$ cat src/rtl/fifo_pkg.sv
// Shared types and constants for the async-FIFO read-side controller.
// FLUSH_WAIT exists only when FIFO_RD_FLUSH_EN is defined.
package fifo_pkg;

  localparam int unsigned SKID_DEPTH  = 2;
  localparam int unsigned FIFO_RD_LAT = 1;
  localparam int unsigned OCC_W       = $clog2(SKID_DEPTH + 1);

  typedef enum logic [1:0] {
    IDLE       = 2'd0,
`ifdef FIFO_RD_FLUSH_EN
    FLUSH_WAIT = 2'd2,
`endif
    ACTIVE     = 2'd1
  } rd_state_e;

endpackage

$ cat src/rtl/fifo_rd_skid.sv
// Two-entry in-order skid buffer: d0 is always the head, d1 the word behind it.
module fifo_rd_skid
  import fifo_pkg::*;
#(
  parameter int unsigned WIDTH = 8
) (
  input  logic             clk,
  input  logic             rst_n,
  input  logic             push,
  input  logic             pop,
  input  logic             clear,
  input  logic [WIDTH-1:0] din,
  output logic [WIDTH-1:0] head,
  output logic [OCC_W-1:0] occ
);

  logic [WIDTH-1:0] d0;
  logic [WIDTH-1:0] d1;

  // Clear wins over push/pop; a simultaneous push+pop keeps occupancy and order.
  always_ff @(posedge clk or negedge rst_n) begin
    if (!rst_n) begin
      d0  <= '0;
      d1  <= '0;
      occ <= '0;
    end else if (clear) begin
      occ <= '0;
    end else begin
      case ({push, pop})
        2'b10: begin
          if (occ == '0) d0 <= din;
          else           d1 <= din;
          occ <= occ + OCC_W'(1);
        end
        2'b01: begin
          d0  <= d1;
          occ <= occ - OCC_W'(1);
        end
        2'b11: begin
          if (occ == OCC_W'(1)) begin
            d0 <= din;
          end else begin
            d0 <= d1;
            d1 <= din;
          end
        end
        default: ;
      endcase
    end
  end

  assign head = d0;

  a_no_overflow: assert property (@(posedge clk) disable iff (!rst_n)
    occ <= OCC_W'(SKID_DEPTH));

endmodule

$ cat src/rtl/fifo_read_ctrl.sv
// Read-side FIFO drain controller presenting words on a valid/ready stream.
// Optional flush/discard path enabled by defining FIFO_RD_FLUSH_EN.
module fifo_read_ctrl
  import fifo_pkg::*;
#(
  parameter int unsigned WIDTH = 8,
  parameter int unsigned CNT_W = 16
) (
  input  logic             clk,
  input  logic             rst_n,
  input  logic             empty_flag,
  input  logic [WIDTH-1:0] data_out,
  output logic             r_en,
  output logic [WIDTH-1:0] m_data,
  output logic             m_valid,
  input  logic             m_ready,
  output logic [CNT_W-1:0] rd_count
`ifdef FIFO_RD_FLUSH_EN
  ,
  input  logic             flush,
  output logic             flush_done
`endif
);

  localparam int unsigned LVL_W = OCC_W + 1;

  rd_state_e              state;
  rd_state_e              state_nxt;
  logic [FIFO_RD_LAT-1:0] infl;
  logic [OCC_W-1:0]       occ;
  logic [LVL_W-1:0]       lvl;
  logic                   pop;
  logic                   push;
  logic                   clear;
  logic                   flushing;

  assign m_valid = (occ != '0);
  assign pop     = m_valid && m_ready;
  // Words held or already committed once this cycle's pop is accounted for.
  assign lvl     = LVL_W'(occ) + LVL_W'(infl) - LVL_W'(pop);

`ifdef FIFO_RD_FLUSH_EN
  logic flush_done_nxt;

  assign flushing = (state == FLUSH_WAIT);
  assign clear    = flush && !flushing;
`else
  assign flushing = 1'b0;
  assign clear    = 1'b0;
`endif

  // Arriving words are discarded while draining for a flush.
  assign push = infl[FIFO_RD_LAT-1] && !flushing;

  fifo_rd_skid #(
    .WIDTH(WIDTH)
  ) u_skid (
    .clk   (clk),
    .rst_n (rst_n),
    .push  (push),
    .pop   (pop),
    .clear (clear),
    .din   (data_out),
    .head  (m_data),
    .occ   (occ)
  );

  // Next-state and read-issue logic.
  always_comb begin
    state_nxt = state;
    r_en      = !empty_flag && (lvl < LVL_W'(SKID_DEPTH));
`ifdef FIFO_RD_FLUSH_EN
    flush_done_nxt = 1'b0;
`endif
    case (state)
      IDLE: begin
        if (r_en) state_nxt = ACTIVE;
      end
      ACTIVE: begin
        if ((occ == '0) && (infl == '0) && !r_en) state_nxt = IDLE;
      end
`ifdef FIFO_RD_FLUSH_EN
      FLUSH_WAIT: begin
        r_en = !empty_flag;
        if (empty_flag && (infl == '0)) begin
          state_nxt      = IDLE;
          flush_done_nxt = 1'b1;
        end
      end
`endif
      default: state_nxt = IDLE;
    endcase
`ifdef FIFO_RD_FLUSH_EN
    if (clear) state_nxt = FLUSH_WAIT;
`endif
  end

  always_ff @(posedge clk or negedge rst_n) begin
    if (!rst_n) begin
      state    <= IDLE;
      infl     <= '0;
      rd_count <= '0;
    end else begin
      state <= state_nxt;
      infl  <= FIFO_RD_LAT'(r_en);
      if (pop) rd_count <= rd_count + CNT_W'(1);
    end
  end

`ifdef FIFO_RD_FLUSH_EN
  always_ff @(posedge clk or negedge rst_n) begin
    if (!rst_n) flush_done <= 1'b0;
    else        flush_done <= flush_done_nxt;
  end
`endif

endmodule

$ cat config.mk
export PLATFORM = sky130hd
export DESIGN_NAME = fifo_read_ctrl
export DESIGN_NICKNAME = d
export VERILOG_FILES = /design/src/rtl/fifo_pkg.sv /design/src/rtl/fifo_rd_skid.sv /design/src/rtl/fifo_read_ctrl.sv
export SDC_FILE = /design/constraint.sdc
export NUM_CORES = 1
export LEC_CHECK = 0
export CAP_MARGIN = 20
export CORE_UTILIZATION = 35
export CTS_CLUSTER_DIAMETER = 120
export DETAILED_ROUTE_END_ITERATION = 8
export SETUP_SLACK_MARGIN = 0.4
export SYNTH_ARGS = -nofsm -noshare
export SYNTH_HDL_FRONTEND = slang
export SYNTH_SLANG_ARGS = --single-unit
$ cat constraint.sdc
create_clock -name clk -period 6.52 [get_ports clk]
set_clock_uncertainty 0.1 [all_clocks]
set_input_delay 1.956 -clock clk [delete_from_list [all_inputs] [get_ports clk]]
set_output_delay 1.956 -clock clk [all_outputs]
set_load 0.01 [all_outputs]
==> results.yml <==
routing:
  wl_mm: 3.838
  drtIter0Drc: 69
  final_antenna_net_count: 0
  vias: 1317
  first_pass_iters: 4
  wl_per_cell_um: 14.48
  remaining_drc_errors: 0
  viasPerCell: 4.970
die:
  core_um2: 4755
  pin_count: 38
  rows: 25
  start_util: 0.3679
  die_h_um: 72.70
  die_area_um2: 5285
  die_w_um: 72.70
synth:
  synth_fp_nets: 171
  synth.distinct_cells: 35
  syn_avg_cell_area_um2: 11.29
  ys.flop_type: "dfrtp_1"
  netlist_instances: 155
  syn_area_um2: 1749
  netlist.area_leader.share: 0.5007
  synth_most_common_cell: "dfrtp_1"
  yosys.area.top_type: "dfrtp_1"
  synth-edff-count: 0
  yosysWarnings: 0
  synthArstFlopShare: 1.000
  ys_seq_elements: 35
  yosys-top-cells-area: "dfrtp_1 50%, xnor2_1 6.5%, mux2i_1 4.6%, mux2_2 4.5%, a221oi_1 4.0%"
  synth-seq-area-share: 0.5007
  synth_commonest_cells: "35 x dfrtp_1, 13 x nor2_1, 13 x xnor2_1"
critical_path:
  worstPathMaxFanout: 4
  required_ns: 4.46
  rrSetupSlack_ns: 3.73
  startpoint_type: "input pin"
  crit_arrival_ns: 3.93
  critPathCaptureType: "output pin"
  worst-r2r-cell-count: 8
  critical_path_class: "in -> out"
timing:
  rsz0062_at_grt: "false"
  min_period_ns: 5.987
  fin_tns_setup_ns: 0
  period_share: 0.9183
  max_slew_margin: 0.4769
  hold_viol: 0
  setup_slack_ns: 0.5329
  fmax_mhz: 167.0
  finalSetupViolCount: 0
  maxSlewViolCount: 0
  worst_slew_pin_slew_ns: 0.7847
place:
  pre_cts_ws_ns: 0.07246
  io_buffers: 37
  dp_hpwl_mm: 2.705
  routabilityCongestion: 0.7609
grt:
  grt_pass1_wl_mm: 6.789
  grt_max_degree: 36
  antenna_found_initial: 0
  grt_use_total: 0.1703
  grt_overflow: 0
  grt_pass1_vias: 1436
pwr:
  peakVddDrop_uv: 177.5
  power_density_nw_per_um2: 413.8
  p_leak_nw: 0.9422
hold_path:
  hold_path.class: "reg -> reg"
  hold_path_depth: 1
finish:
  final_core_util: 0.4797
  n_antenna_cell: 0
  layout.nets: 213
  area_growth_pct: 30.40
  drive_above_1_share: 0.1263
  fillers: 465
clocking:
  root_buffer: "clkbuf_8"
  cts.path.max_buffers: 2
  cts.reportedPaths.clkPinSlew_ns: 0.07
  cts_buffers: 5
  ctsHtreeMaxLevel: 2
  clkLatencyLatePin_ns: 0.29
  tritoncts: "built"
  cts.sinks: 35
job:
  maxCapViolations: 0
run_status:
  status: "finished clean"
## cells in the final DEF (no fill, tap or decap), types with 2 or more instances in the layout
cell             synthesis  final
a221oi_1                 8      8
mux2_2                   7      7
nand3_1                  2      2
buf_4                    1      4
clkdlybuf4s50_1          0     36
inv_1                    4      4
nor2_1                  13     13
ha_1                     3      3
nand4_1                  3      3
dfrtp_1                 35     35
xnor2_1                 13     13
and3_1                   3      3
mux2i_1                  8      8
o21ai_0                 10     10
nand2_1                 11     11
and4_1                   2      2
or3_1                    8      8
xor2_1                   4      4
clkbuf_8                 0      5
## report_power, final
part / total, W / leakage, nW / internal (W) / switching, W
clock: 0.000156 / 0.0412 / 0.0000747 / 0.0000814
sequential: 0.000368 / 0.432 / 0.000295 / 0.0000728
combinational: 0.000420 / 0.469 / 0.000232 / 0.000188
total: 0.000944 / 0.942 / 0.000601 / 0.000342
## through the flow
stage / hold WS, ns / total power [W] / instance area, µm² / cells
3_5_place_dp: 0.3642 / 0.0007944 / 2196 / 257
2_1_floorplan: 0.3515 / 0.0006206 / 1749 / 155
3_3_place_gp: 0.3633 / 0.0007711 / 2196 / 257
4_1_cts: 0.3785 / 0.0009547 / 2285 / 265
5_1_grt: 0.4114 / 0.001020 / 2281 / 265
6_report: 0.3716 / 0.0009439 / 2281 / 265
## flip-flops by register name, indices dropped and copies added, names as in the netlist
name and cells:
rd_count 16, u_skid.d1 8, u_skid.head 8, u_skid.occ 2
infl 1
## layout make-up
cell class              instances  area (µm²)  area share
clock inverters                 2       12.51    0.005485
multi-input cells             110       825.8      0.3620
inverters                       4       15.01    0.006583
flip-flops and latches         35       875.8      0.3840
clock buffers                   6       72.57     0.03182
repair buffers                 41       395.4      0.1733
well taps                      67       83.83     0.03675
## path summary, 6_finish.rpt
check                         startpoint              to
hold / removal              rd_count[15]    rd_count[15]
hold reg to reg             rd_count[15]    rd_count[15]
min in group asynchronous          rst_n     rd_count[3]
max in group asynchronous          rst_n  u_skid.head[7]
setup / recovery                 m_ready            r_en
setup reg to reg           u_skid.occ[1]            infl
## critical path, cell delays in order
cell and delay [ns]:
clkdlybuf4s50_1 0.51, and2b_2 0.25, nor2_1 0.12, o21ai_0 0.12, fa_1 0.43, xor2_1 0.16, nor3b_2 0.21, clkbuf_2 0.17
## cell families after synthesis
family	count (synthesis)	synth area share
compound gates	21	0.08727
flops	35	0.5007
mux	16	0.09729
buf+inv	10	0.03004
fa+ha+maj	5	0.03863
simple gates	51	0.1610
xor+xnor	17	0.08512
## per-layer routing
metal / GRT usage / share of wire / vias to the layer above
li1: - / - / 627
met1: 0.2067 / 0.46 / 651
met2: 0.2980 / 0.49 / 34
met3: 0.04144 / 0.038 / 5
met4: 0.05229 / 0.013 / 0
met5: 0 / 0 / -
## repair_timing
action / 4_1_cts / 5_1_grt
hold buffers: 0 / 0
setup endpoints to repair: 1 / 1
cloned: 0 / 0
resized for setup: 2 / 2
buffers inserted: 0 / 0
hold endpoints to repair: 0 / 0
(Power assumes the default switching activity.)
